==> config.mk <==
export PLATFORM = sky130hd
export DESIGN_NAME = multi_timer
export DESIGN_NICKNAME = d
export VERILOG_FILES = /design/src/rtl/multi_timer_pkg.sv /design/src/rtl/timer_channel.sv /design/src/rtl/multi_timer.sv
export SDC_FILE = /design/constraint.sdc
export NUM_CORES = 1
export LEC_CHECK = 0
export CAP_MARGIN = 20
export CORE_MARGIN = 2
export CORE_UTILIZATION = 45
export DETAILED_ROUTE_END_ITERATION = 6
export PLACE_DENSITY = 0.69
export SLEW_MARGIN = 5
export SYNTH_ARGS = -nofsm -noshare
export SYNTH_HDL_FRONTEND = slang
export SYNTH_HIERARCHICAL = 1
export SYNTH_SLANG_ARGS = --single-unit
export TNS_END_PERCENT = 20
==> constraint.sdc <==
create_clock -name clk1 -period 3.4 [get_ports clk1]
set_input_delay 0.85 -clock clk1 [delete_from_list [all_inputs] [get_ports clk1]]
set_output_delay 0.85 -clock clk1 [all_outputs]
set_load 0.02 [all_outputs]
==> src/rtl/multi_timer_pkg.sv <==
// multi_timer_pkg
// Shared constants for the multi-channel timer: register offsets,
// CTRL bit positions, the channel reload state type and the
// rate-to-divider-tap table.
package multi_timer_pkg;

    // Register map: DIV sits at 0 and each channel owns three consecutive
    // slots starting at CH_BASE + CH_STRIDE*channel.
    localparam int REG_DIV   = 0;
    localparam int CH_BASE   = 1;
    localparam int CH_STRIDE = 3;
    localparam int OFF_COUNT = 0;
    localparam int OFF_MOD   = 1;
    localparam int OFF_CTRL  = 2;

    // CTRL layout; anything above CTRL_W reads back as zero.
    localparam int CTRL_W        = 4;
    localparam int CTRL_RATE_LSB = 0;
    localparam int CTRL_EN_BIT   = 2;
    localparam int CTRL_OS_BIT   = 3;

    // Lowest divider bits a channel may tap.
    localparam int TAP_BITS = 10;

    typedef enum logic {
        CH_RUN    = 1'b0,
        CH_RELOAD = 1'b1
    } ch_state_t;

    // Divider bit used as the count clock for each rate code.
    function automatic logic [3:0] rate_to_tap(input logic [1:0] rate);
        case (rate)
            2'b00:   return 4'd9;
            2'b01:   return 4'd3;
            2'b10:   return 4'd5;
            default: return 4'd7;
        endcase
    endfunction

endpackage

==> src/rtl/timer_channel.sv <==
// timer_channel
// One timer channel: COUNT/MOD/CTRL registers, falling-edge detect on the
// selected divider tap, overflow reload window and the irq pulse.
// Ports:
//   clk1, nreset              clock, synchronous active-low reset
//   taps[9:0]                 low bits of the shared free-running divider
//   wr_count/wr_mod/wr_ctrl   decoded write strobes for this channel
//   wdata                     write data
//   count, mod, ctrl          register contents for read-back
//   irq                       one-cycle pulse after a completed reload
module timer_channel
    import multi_timer_pkg::*;
#(
    parameter int WIDTH        = 8,
    parameter int RELOAD_DELAY = 4
) (
    input  logic                clk1,
    input  logic                nreset,
    input  logic [TAP_BITS-1:0] taps,
    input  logic                wr_count,
    input  logic                wr_mod,
    input  logic                wr_ctrl,
    input  logic [WIDTH-1:0]    wdata,
    output logic [WIDTH-1:0]    count,
    output logic [WIDTH-1:0]    mod,
    output logic [CTRL_W-1:0]   ctrl,
    output logic                irq
);

    ch_state_t          state_q, state_d;
    logic [3:0]         win_q, win_d;
    logic [WIDTH-1:0]   count_q, count_d;
    logic [WIDTH-1:0]   mod_q, mod_d;
    logic [CTRL_W-1:0]  ctrl_q, ctrl_d;
    logic               tick_q, tick_d;
    logic               irq_q, irq_d;
    logic               tick_now;
    logic               inc;

    // Gated tap is registered every cycle so that a falling edge, whatever
    // its cause (divider wrap, DIV clear, enable drop, rate change), counts.
    // win_q counts down the remaining reload clocks; the edge where it
    // equals 1 is the reload edge.
    always_comb begin
        state_d  = state_q;
        win_d    = win_q;
        count_d  = count_q;
        mod_d    = mod_q;
        ctrl_d   = ctrl_q;
        irq_d    = 1'b0;
        tick_now = taps[rate_to_tap(ctrl_q[CTRL_RATE_LSB +: 2])] & ctrl_q[CTRL_EN_BIT];
        tick_d   = tick_now;
        inc      = tick_q & ~tick_now;

        if (wr_mod) begin
            mod_d = wdata;
        end
        if (wr_ctrl) begin
            ctrl_d = wdata[CTRL_W-1:0];
        end

        case (state_q)
            CH_RUN: begin
                if (wr_count) begin
                    count_d = wdata;
                end else if (inc) begin
                    if (count_q == '1) begin
                        count_d = '0;
                        state_d = CH_RELOAD;
                        win_d   = 4'(RELOAD_DELAY);
                    end else begin
                        count_d = count_q + WIDTH'(1);
                    end
                end
            end
            CH_RELOAD: begin
                // Increments are dropped while the window is open.
                if (win_q == 4'd1) begin
                    // A MOD write landing on the reload edge goes straight
                    // into COUNT; a COUNT write here loses to MOD.
                    count_d = wr_mod ? wdata : mod_q;
                    irq_d   = 1'b1;
                    state_d = CH_RUN;
                    win_d   = 4'd0;
                    if (ctrl_q[CTRL_OS_BIT]) begin
                        ctrl_d[CTRL_EN_BIT] = 1'b0;
                    end
                end else if (wr_count) begin
                    count_d = wdata;
                    state_d = CH_RUN;
                    win_d   = 4'd0;
                end else begin
                    win_d = win_q - 4'd1;
                end
            end
            default: begin
                state_d = CH_RUN;
                win_d   = 4'd0;
            end
        endcase
    end

    always_ff @(posedge clk1) begin
        if (!nreset) begin
            state_q <= CH_RUN;
            win_q   <= 4'd0;
            count_q <= '0;
            mod_q   <= '0;
            ctrl_q  <= '0;
            tick_q  <= 1'b0;
            irq_q   <= 1'b0;
        end else begin
            state_q <= state_d;
            win_q   <= win_d;
            count_q <= count_d;
            mod_q   <= mod_d;
            ctrl_q  <= ctrl_d;
            tick_q  <= tick_d;
            irq_q   <= irq_d;
        end
    end

    assign count = count_q;
    assign mod   = mod_q;
    assign ctrl  = ctrl_q;
    assign irq   = irq_q;

endmodule

==> src/rtl/multi_timer.sv <==
// multi_timer
// Free-running divider shared by CHANNELS independent timer channels,
// with a small register file for configuration and read-back.
// Ports:
//   clk1    clock; every state change happens on its rising edge
//   nreset  synchronous active-low reset
//   addr    register select (0 = DIV, then COUNT/MOD/CTRL per channel)
//   wr      write strobe, one write per high cycle
//   wdata   write data
//   rdata   combinational read data for addr (all ones when unmapped)
//   irq     per-channel one-cycle overflow interrupt
module multi_timer
    import multi_timer_pkg::*;
#(
    parameter int CHANNELS     = 1,
    parameter int WIDTH        = 8,
    parameter int DIV_WIDTH    = 16,
    parameter int RELOAD_DELAY = 4,
    localparam int ADDR_W      = $clog2(1 + 3 * CHANNELS)
) (
    input  logic                clk1,
    input  logic                nreset,
    input  logic [ADDR_W-1:0]   addr,
    input  logic                wr,
    input  logic [WIDTH-1:0]    wdata,
    output logic [WIDTH-1:0]    rdata,
    output logic [CHANNELS-1:0] irq
);

    logic [DIV_WIDTH-1:0] div_q, div_d;
    logic [WIDTH-1:0]     ch_count [CHANNELS];
    logic [WIDTH-1:0]     ch_mod   [CHANNELS];
    logic [CTRL_W-1:0]    ch_ctrl  [CHANNELS];

    // Divider always runs; any write to DIV restarts it from zero.
    always_comb begin
        div_d = div_q + DIV_WIDTH'(1);
        if (wr && (addr == ADDR_W'(REG_DIV))) begin
            div_d = '0;
        end
    end

    always_ff @(posedge clk1) begin
        if (!nreset) begin
            div_q <= '0;
        end else begin
            div_q <= div_d;
        end
    end

    // Read mux; DIV exposes the top WIDTH bits of the divider.
    always_comb begin
        rdata = '1;
        if (addr == ADDR_W'(REG_DIV)) begin
            rdata = div_q[DIV_WIDTH-1 -: WIDTH];
        end
        for (int c = 0; c < CHANNELS; c++) begin
            if (addr == ADDR_W'(CH_BASE + CH_STRIDE * c + OFF_COUNT)) begin
                rdata = ch_count[c];
            end
            if (addr == ADDR_W'(CH_BASE + CH_STRIDE * c + OFF_MOD)) begin
                rdata = ch_mod[c];
            end
            if (addr == ADDR_W'(CH_BASE + CH_STRIDE * c + OFF_CTRL)) begin
                rdata = WIDTH'(ch_ctrl[c]);
            end
        end
    end

    for (genvar gi = 0; gi < CHANNELS; gi++) begin : g_ch
        timer_channel #(
            .WIDTH        (WIDTH),
            .RELOAD_DELAY (RELOAD_DELAY)
        ) u_channel (
            .clk1     (clk1),
            .nreset   (nreset),
            .taps     (div_q[TAP_BITS-1:0]),
            .wr_count (wr && (addr == ADDR_W'(CH_BASE + CH_STRIDE * gi + OFF_COUNT))),
            .wr_mod   (wr && (addr == ADDR_W'(CH_BASE + CH_STRIDE * gi + OFF_MOD))),
            .wr_ctrl  (wr && (addr == ADDR_W'(CH_BASE + CH_STRIDE * gi + OFF_CTRL))),
            .wdata    (wdata),
            .count    (ch_count[gi]),
            .mod      (ch_mod[gi]),
            .ctrl     (ch_ctrl[gi]),
            .irq      (irq[gi])
        );
    end

endmodule

==> flow_metrics.env, run 1 <==
export IMPL_ys_seq_elements=43
export IMPL_cts_root_to_sink_buffers=2
export IMPL_maxSlewViolCount=0
export IMPL_grt_setup_unrepaired="false"
export IMPL_seq_total_area_yosys=0.363
export IMPL_final_nets=302
export IMPL_drive_gt1_frac=0.129
export IMPL_layout_commonest_cell="dfxtp_1"
export IMPL_switchingPower_mw=0.238
export IMPL_fin_setup_tns_ns=0
export IMPL_die_width_um=76.6
export IMPL_area_growth_synth_to_final_pct=16.7
export IMPL_cts_root_buf="clkbuf_8"
export IMPL_drt_pass1_iter_count=4
export IMPL_syn_nets=281
export IMPL_initial_utilization=0.465
export IMPL_finalWirelength_um=5460
export IMPL_worst_endpoint_required_ns=2.55
export IMPL_status="complete, no violations"
export IMPL_cts_tree="built"
export IMPL_grt_pass1_vias=1784
export IMPL_chain_of_cells_forming_the_critical_path="clkdlybuf4s50_1 -> buf_4 -> mux4_2 -> dlymetal6s2s_1"
export IMPL_postSynth_asyncResetShare=0
export IMPL_rows=26
export IMPL_power_report_internal_total_mw=0.794
export IMPL_count_of_antenna_violating_nets_left_after_detailed_routing=0
export IMPL_timing_critical_path_depth=4
export IMPL_layoutNonFillerInstCount=356
export IMPL_die_area_um2=5870
export IMPL_synthDominantAreaCellType="dfxtp_1"
export IMPL_netlist_area_leader_share=0.363
export IMPL_finalHoldViolCount=0
export IMPL_min_delay_endpoint="div_q[0]$_SDFF_PP0_"
export IMPL_dieHeight_um=76.6
export IMPL_post_route_period_util=0.901
export IMPL_most_used_cells_in_the_layout_excluding_fill_and_tap_cells="dfxtp_1, nor2_1, nand2_1"
export IMPL_num_fill_cells=477
export IMPL_worst_path_class_setup="input port to output pin"
export IMPL_clkSlewWorstSetupHoldPaths_ns=0.08
export IMPL_clock_network_power_share=0.402
export IMPL_number_of_clock_buffers_inserted_by_tritoncts=5
export IMPL_worstPathBufferInverterCount=3
export IMPL_first_drt_iteration_drcs=200
export IMPL_finalSetupViolCount=0
export IMPL_maxSlewHeadroom=0.487
export IMPL_number_of_synthesized_flops_with_an_enable_pin=0
export IMPL_gr_usage_all_layers=0.192
export IMPL_placed_cells_incl_taps=348
export IMPL_power_leakage_nw=1.08
export IMPL_hold_path_cell_count=1
export IMPL_vdd_ir_drop_worst_mv=0.189
export IMPL_critical_path_startpoint_type="input port"
export IMPL_worst_path_max_delay_cell="mux4_2"
export IMPL_part_of_the_total_power_dissipated_in_combinational_logic=0.088
export IMPL_htree_num_levels=2
export IMPL_ys_dominant_reg_cell="dfxtp_1"
export IMPL_antenna_cells_inserted=0
export IMPL_globalplace_congestion=0.776
export IMPL_synthCells=264
export IMPL_grt_max_degree=25
export IMPL_rr_endpoint="g_ch[0].u_channel/win_q[3]$_SDFFE_PN0P_"
export IMPL_routedWlPerCell_um=15.3
export IMPL_worst_path_dominant_cell_family="buffers and inverters"
export IMPL_multi_input_area_um2=1400
export IMPL_crit_path_max_fanout=9
export IMPL_floorplan_core_area_um2=5110
export IMPL_crit_arrival_ns=2.21
export IMPL_post_route_util=0.542
export IMPL_setup_reg_to_reg_worst_slack_ns=1.38
export IMPL_boundaryPins=22
export IMPL_sink_count=43
export IMPL_startpoint_of_the_most_critical_register_to_register_path="g_ch[0].u_channel/count[0]$_SDFFE_PN0P_"
export IMPL_largest_cells_by_area_after_synthesis="dfxtp_1, mux2i_1, nor2_1"
export IMPL_post_cts_resized=0
export IMPL_fin_skew_ns=0.00655
export IMPL_worst_r2r_cell_count=5
export IMPL_postCtsSetupRepairBufs=0
export IMPL_vias=1967
export IMPL_drv_cap=0
export IMPL_sequential_cell_area_um2=861
export IMPL_power_density_cell_area_nw_per_um2=373
export IMPL_dp_final_hpwl_um=4040
export IMPL_slew_at_the_pin_closest_to_its_max_slew_limit_ns=0.769
export IMPL_grt_overflow=0
export IMPL_seqPwrFrac=0.510
export IMPL_ctsHoldBuffers=0
export IMPL_endpoint_kind="output pin"
export IMPL_hold_path_class="register to register"
export IMPL_drt_drc_violations_left=0
export IMPL_syn_cell_area_um2=2370
export IMPL_switching_power_as_a_share_of_total_power=0.231
export IMPL_via_cell_ratio=5.53
export IMPL_count_of_buffers_inserted_at_the_top_level_ports=21
export IMPL_ys_types=51
export IMPL_maxClockFrequency_mhz=326
export IMPL_synth_warning_count=6
export IMPL_clock_insertion_delay_at_the_later_pin_of_the_skew_report_ns=0.30
export IMPL_antenna_found_initial=0
export IMPL_synth_area_per_cell_um2=8.99
export IMPL_cpPeakStageDelay_ns=0.52
export IMPL_hold_start="div_q[0]$_SDFF_PP0_"
export IMPL_final_period_minus_worst_setup_slack_ns=3.06
export IMPL_first_pass_grt_wire_length_um=8890
## cell usage after synthesis, types with 3 or more instances
cell type and number:
a211oi_1 3, a21oi_1 11, and3_1 3, buf_6 3, clkbuf_1 4, dfxtp_1 43
ha_1 4, inv_1 9, mux2i_1 18, mux4_2 5, nand2_1 25, nand2b_1 3
nand3_1 12, nand4_1 4, nor2_1 40, nor2_2 3, nor3_1 6, nor4_2 3
o21ai_0 9, xnor2_1 11, xor2_1 6
## how the worst max path moves through the flow
stage,from,end,slack (ns)
final,addr[0],rdata[3],0.34
after global routing,addr[0],rdata[1],0.29
after CTS,addr[0],rdata[3],0.003
after detailed placement,addr[0],rdata[3],0.003
after global placement,addr[0],rdata[3],0.02
after floorplan,addr[0],rdata[1],0.89
## per-layer routing
metal  routed length (um)  share of wire  vias to the layer above  GRT usage
met3                  228          0.042                        4     0.0332
met1                 2520           0.46                      931      0.256
met4                   60          0.011                        0     0.0545
met5                    0              0                        -          0
met2                 2640           0.48                       45      0.319
li1                     -              -                      987          -
## area by class of cell
| type | count | area share |
|---|---|---|
| Timing Repair Buffer | 26 | 0.0967 |
| Sequential cell | 43 | 0.311 |
| Clock inverter | 2 | 0.0127 |
| Inverter | 9 | 0.0122 |
| Clock buffer | 6 | 0.0298 |
| Multi-Input combinational cell | 200 | 0.506 |
| Tap cell | 70 | 0.0316 |
## power groups by stage
| stage | sequential [mW] | clock (mW) | combinational (mW) |
|---|---|---|---|
| 2_1_floorplan | 0.533 | 0 | 0.0595 |
| 3_3_place_gp | 0.538 | 0 | 0.0892 |
| 6_report | 0.526 | 0.415 | 0.0908 |
| 5_1_grt | 0.527 | 0.445 | 0.0986 |
| 3_5_place_dp | 0.538 | 0 | 0.0904 |
| 4_1_cts | 0.526 | 0.421 | 0.0913 |
## metrics by stage
stage | setup slack [ns] | total power [mW] | hold WS (ns) | instance area (um^2)
final | 0.337 | 1.03 | 0.482 | 2770
after global routing | 0.288 | 1.07 | 0.495 | 2770
after CTS | 0.00321 | 1.04 | 0.483 | 2750
after detailed placement | 0.00317 | 0.629 | 0.463 | 2630
after global placement | 0.0163 | 0.627 | 0.448 | 2630
after floorplan | 0.888 | 0.592 | 0.430 | 2370
## logic make-up after synthesis
| logic type | after synthesis | share of synthesized area |
|---|---|---|
| xor+xnor | 17 | 0.0627 |
| mux | 23 | 0.123 |
| simple gates | 113 | 0.251 |
| compound gates | 43 | 0.132 |
| fa+ha+maj | 4 | 0.0211 |
| buf+inv | 21 | 0.0469 |
| flops | 43 | 0.363 |
## sequential cells by signal, summed over array words and instances (netlist names)
register,flops
g_ch.u_channel/irq,1
div_q,16
g_ch.u_channel/ctrl,4
g_ch.u_channel/win_q,4
g_ch.u_channel/count,8
g_ch.u_channel/tick_q,1
g_ch.u_channel/state_q,1
g_ch.u_channel/mod,8
Note: power is estimated with default switching activity, not from simulation.
==> run 2: changes to the inputs <==
--- a/config.mk
+++ b/config.mk
@@ -5,11 +5,10 @@
 export SDC_FILE = /design/constraint.sdc
 export NUM_CORES = 1
 export LEC_CHECK = 0
-export CAP_MARGIN = 20
 export CORE_MARGIN = 2
-export CORE_UTILIZATION = 45
+export CORE_UTILIZATION = 55
 export DETAILED_ROUTE_END_ITERATION = 6
-export PLACE_DENSITY = 0.69
+export PLACE_DENSITY = 0.81
 export SLEW_MARGIN = 5
 export SYNTH_ARGS = -nofsm -noshare
 export SYNTH_HDL_FRONTEND = slang
==> run 2 against run 1 <==
Against the previous run: fmax shrank 3.9%; setup slack lost 0.12 ns; flip-flop and latch count is the same; sequential share of layout area grew 0.53 points; global-route usage grew 3.4 points; largest cell class unchanged.
==> flow_metrics.env, run 2 (same netlist as run 1, synthesis figures left out) <==
export IMPL_layout_commonest_cell="dfxtp_1"
export IMPL_chain_of_cells_forming_the_critical_path="clkdlybuf4s50_1 -> buf_4 -> mux4_2 -> dlygate4sd2_1"
export IMPL_fin_skew_ns=0.0150
export IMPL_cts_tree="built"
export IMPL_power_density_cell_area_nw_per_um2=359
export IMPL_largest_register="div_q"
export IMPL_first_pass_grt_wire_length_um=8720
export IMPL_largest_register_ffs=16
export IMPL_power_report_internal_total_mw=0.741
export IMPL_hold_start="div_q[0]$_SDFF_PP0_"
export IMPL_critical_path_startpoint_type="input port"
export IMPL_worst_path_dominant_cell_family="buffers and inverters"
export IMPL_floorplan_core_area_um2=4090
export IMPL_cts_root_buf="clkbuf_8"
export IMPL_ctsHoldBuffers=0
export IMPL_dp_final_hpwl_um=3860
export IMPL_most_used_cells_in_the_layout_excluding_fill_and_tap_cells="dfxtp_1, nor2_1, nand2_1"
export IMPL_htree_num_levels=2
export IMPL_die_width_um=69.7
export IMPL_count_of_buffers_inserted_at_the_top_level_ports=21
export IMPL_switchingPower_mw=0.237
export IMPL_first_drt_iteration_drcs=206
export IMPL_boundaryPins=22
export IMPL_grt_overflow=0
export IMPL_grt_max_degree=25
export IMPL_routedWlPerCell_um=15.9
export IMPL_drt_pass1_iter_count=5
export IMPL_grt_pass1_vias=1859
export IMPL_startpoint_of_the_most_critical_register_to_register_path="g_ch[0].u_channel/count[0]$_SDFFE_PN0P_"
export IMPL_seqPwrFrac=0.538
export IMPL_vdd_ir_drop_worst_mv=0.221
export IMPL_endpoint_kind="output pin"
export IMPL_cts_root_to_sink_buffers=2
export IMPL_sink_count=43
export IMPL_post_dp_cell_area_um2=2610
export IMPL_finalInstanceArea_um2=2720
export IMPL_drv_cap=0
export IMPL_vias=2011
export IMPL_cpPeakStageDelay_ns=0.52
export IMPL_maxClockFrequency_mhz=314
export IMPL_worst_endpoint_required_ns=2.55
export IMPL_crit_path_max_fanout=9
export IMPL_part_of_the_total_power_dissipated_in_combinational_logic=0.092
export IMPL_drt_drc_violations_left=0
export IMPL_count_of_antenna_violating_nets_left_after_detailed_routing=0
export IMPL_die_area_um2=4860
export IMPL_gr_usage_all_layers=0.226
export IMPL_switching_power_as_a_share_of_total_power=0.242
export IMPL_status="complete, no violations"
export IMPL_clock_insertion_delay_at_the_later_pin_of_the_skew_report_ns=0.30
export IMPL_timing_critical_path_depth=4
export IMPL_hold_path_cell_count=1
export IMPL_worstPathBufferInverterCount=3
export IMPL_post_route_period_util=0.937
export IMPL_min_delay_endpoint="div_q[0]$_SDFF_PP0_"
export IMPL_slew_at_the_pin_closest_to_its_max_slew_limit_ns=0.797
export IMPL_hold_path_class="register to register"
export IMPL_postCtsSetupRepairBufs=0
export IMPL_globalplace_congestion=0.859
export IMPL_via_cell_ratio=5.99
export IMPL_power_leakage_nw=1.04
export IMPL_area_growth_synth_to_final_pct=14.7
export IMPL_grt_setup_unrepaired="false"
export IMPL_initial_utilization=0.581
export IMPL_antenna_found_initial=0
export IMPL_worst_path_class_setup="input port to output pin"
export IMPL_clkSlewWorstSetupHoldPaths_ns=0.07
export IMPL_finalSetupViolCount=0
export IMPL_cp_startpoint="addr[0]"
export IMPL_worst_path_max_delay_cell="mux4_2"
export IMPL_finalHoldViolCount=0
export IMPL_maxSlewViolCount=0
export IMPL_final_nets=302
export IMPL_clock_network_power_share=0.370
export IMPL_crit_arrival_ns=2.34
export IMPL_maxSlewHeadroom=0.468
export IMPL_rows=23
export IMPL_drive_gt1_frac=0.129
export IMPL_dieHeight_um=69.7
export IMPL_antenna_cells_inserted=0
export IMPL_finalWirelength_um=5350
export IMPL_rr_endpoint="g_ch[0].u_channel/count[5]$_SDFFE_PN0P_"
export IMPL_setup_reg_to_reg_worst_slack_ns=1.45
export IMPL_number_of_clock_buffers_inserted_by_tritoncts=5
export IMPL_final_period_minus_worst_setup_slack_ns=3.19
export IMPL_worst_r2r_cell_count=6
export IMPL_post_route_util=0.666
==> run 2: cell count changes in the layout (fill, tap and decap cells not counted), sizes merged <==
| cell | change |
|---|---|
| bufinv | -1 |
| clkbuf | +1 |
| clkinv | -1 |
| clkinvlp | +1 |
| dlygate4sd2 | +2 |
| dlymetal6s2s | -2 |
==> run 2: power groups by stage <==
| stage | clock (mW) | sequential [mW] | combinational, mW |
|---|---|---|---|
| 2_1_floorplan | 0 | 0.533 | 0.0595 |
| 3_3_place_gp | 0 | 0.537 | 0.0881 |
| 3_5_place_dp | 0 | 0.538 | 0.0899 |
| 4_1_cts | 0.367 | 0.526 | 0.0904 |
| 5_1_grt | 0.392 | 0.527 | 0.0979 |
| 6_report | 0.361 | 0.526 | 0.0902 |
==> run 2: layer usage <==
| layer | wire length, um | global-route usage | share of wire | vias up |
|---|---|---|---|---|
| met5 | 0 | 0 | 0 | - |
| met4 | 62 | 0.0684 | 0.012 | 0 |
| met3 | 347 | 0.0436 | 0.065 | 8 |
| met2 | 2610 | 0.358 | 0.49 | 64 |
| met1 | 2330 | 0.313 | 0.44 | 955 |
| li1 | - | - | - | 984 |
==> run 2: area by class of cell <==
cell class / count / area [um^2]
clock buffers: 7 / 96.3
clock inverters: 1 / 7.51
fillers: 342 / 1360
inverters: 9 / 33.8
multi-input cells: 200 / 1400
flip-flops and latches: 43 / 861
well taps: 50 / 62.6
repair buffers: 26 / 260
==> run 2: how the worst max path moves through the flow <==
stage	endpoint	slack (ns)
2_1_floorplan	rdata[1]	0.89
3_3_place_gp	rdata[2]	0.01
3_5_place_dp	rdata[3]	-0.004
4_1_cts	rdata[1]	0.01
5_1_grt	rdata[3]	0.19
6_report	rdata[2]	0.21
==> run 2: stage by stage <==
step           total power [mW]  worst slack [ns]  cells  hold slack (ns)  setup TNS (ns)
3_3_place_gp              0.626            0.0143    328            0.446               0
6_report                  0.977             0.213    336            0.468               0
2_1_floorplan             0.592             0.888    264            0.430               0
3_5_place_dp              0.628          -0.00409    328            0.457        -0.00669
4_1_cts                   0.983            0.0132    336            0.475               0
5_1_grt                    1.02             0.188    336            0.506               0
==> run 2: what timing repair did <==
item,CTS,global route
gates cloned,0,0
setup endpoints to repair,2,6
gates resized for setup,2,6
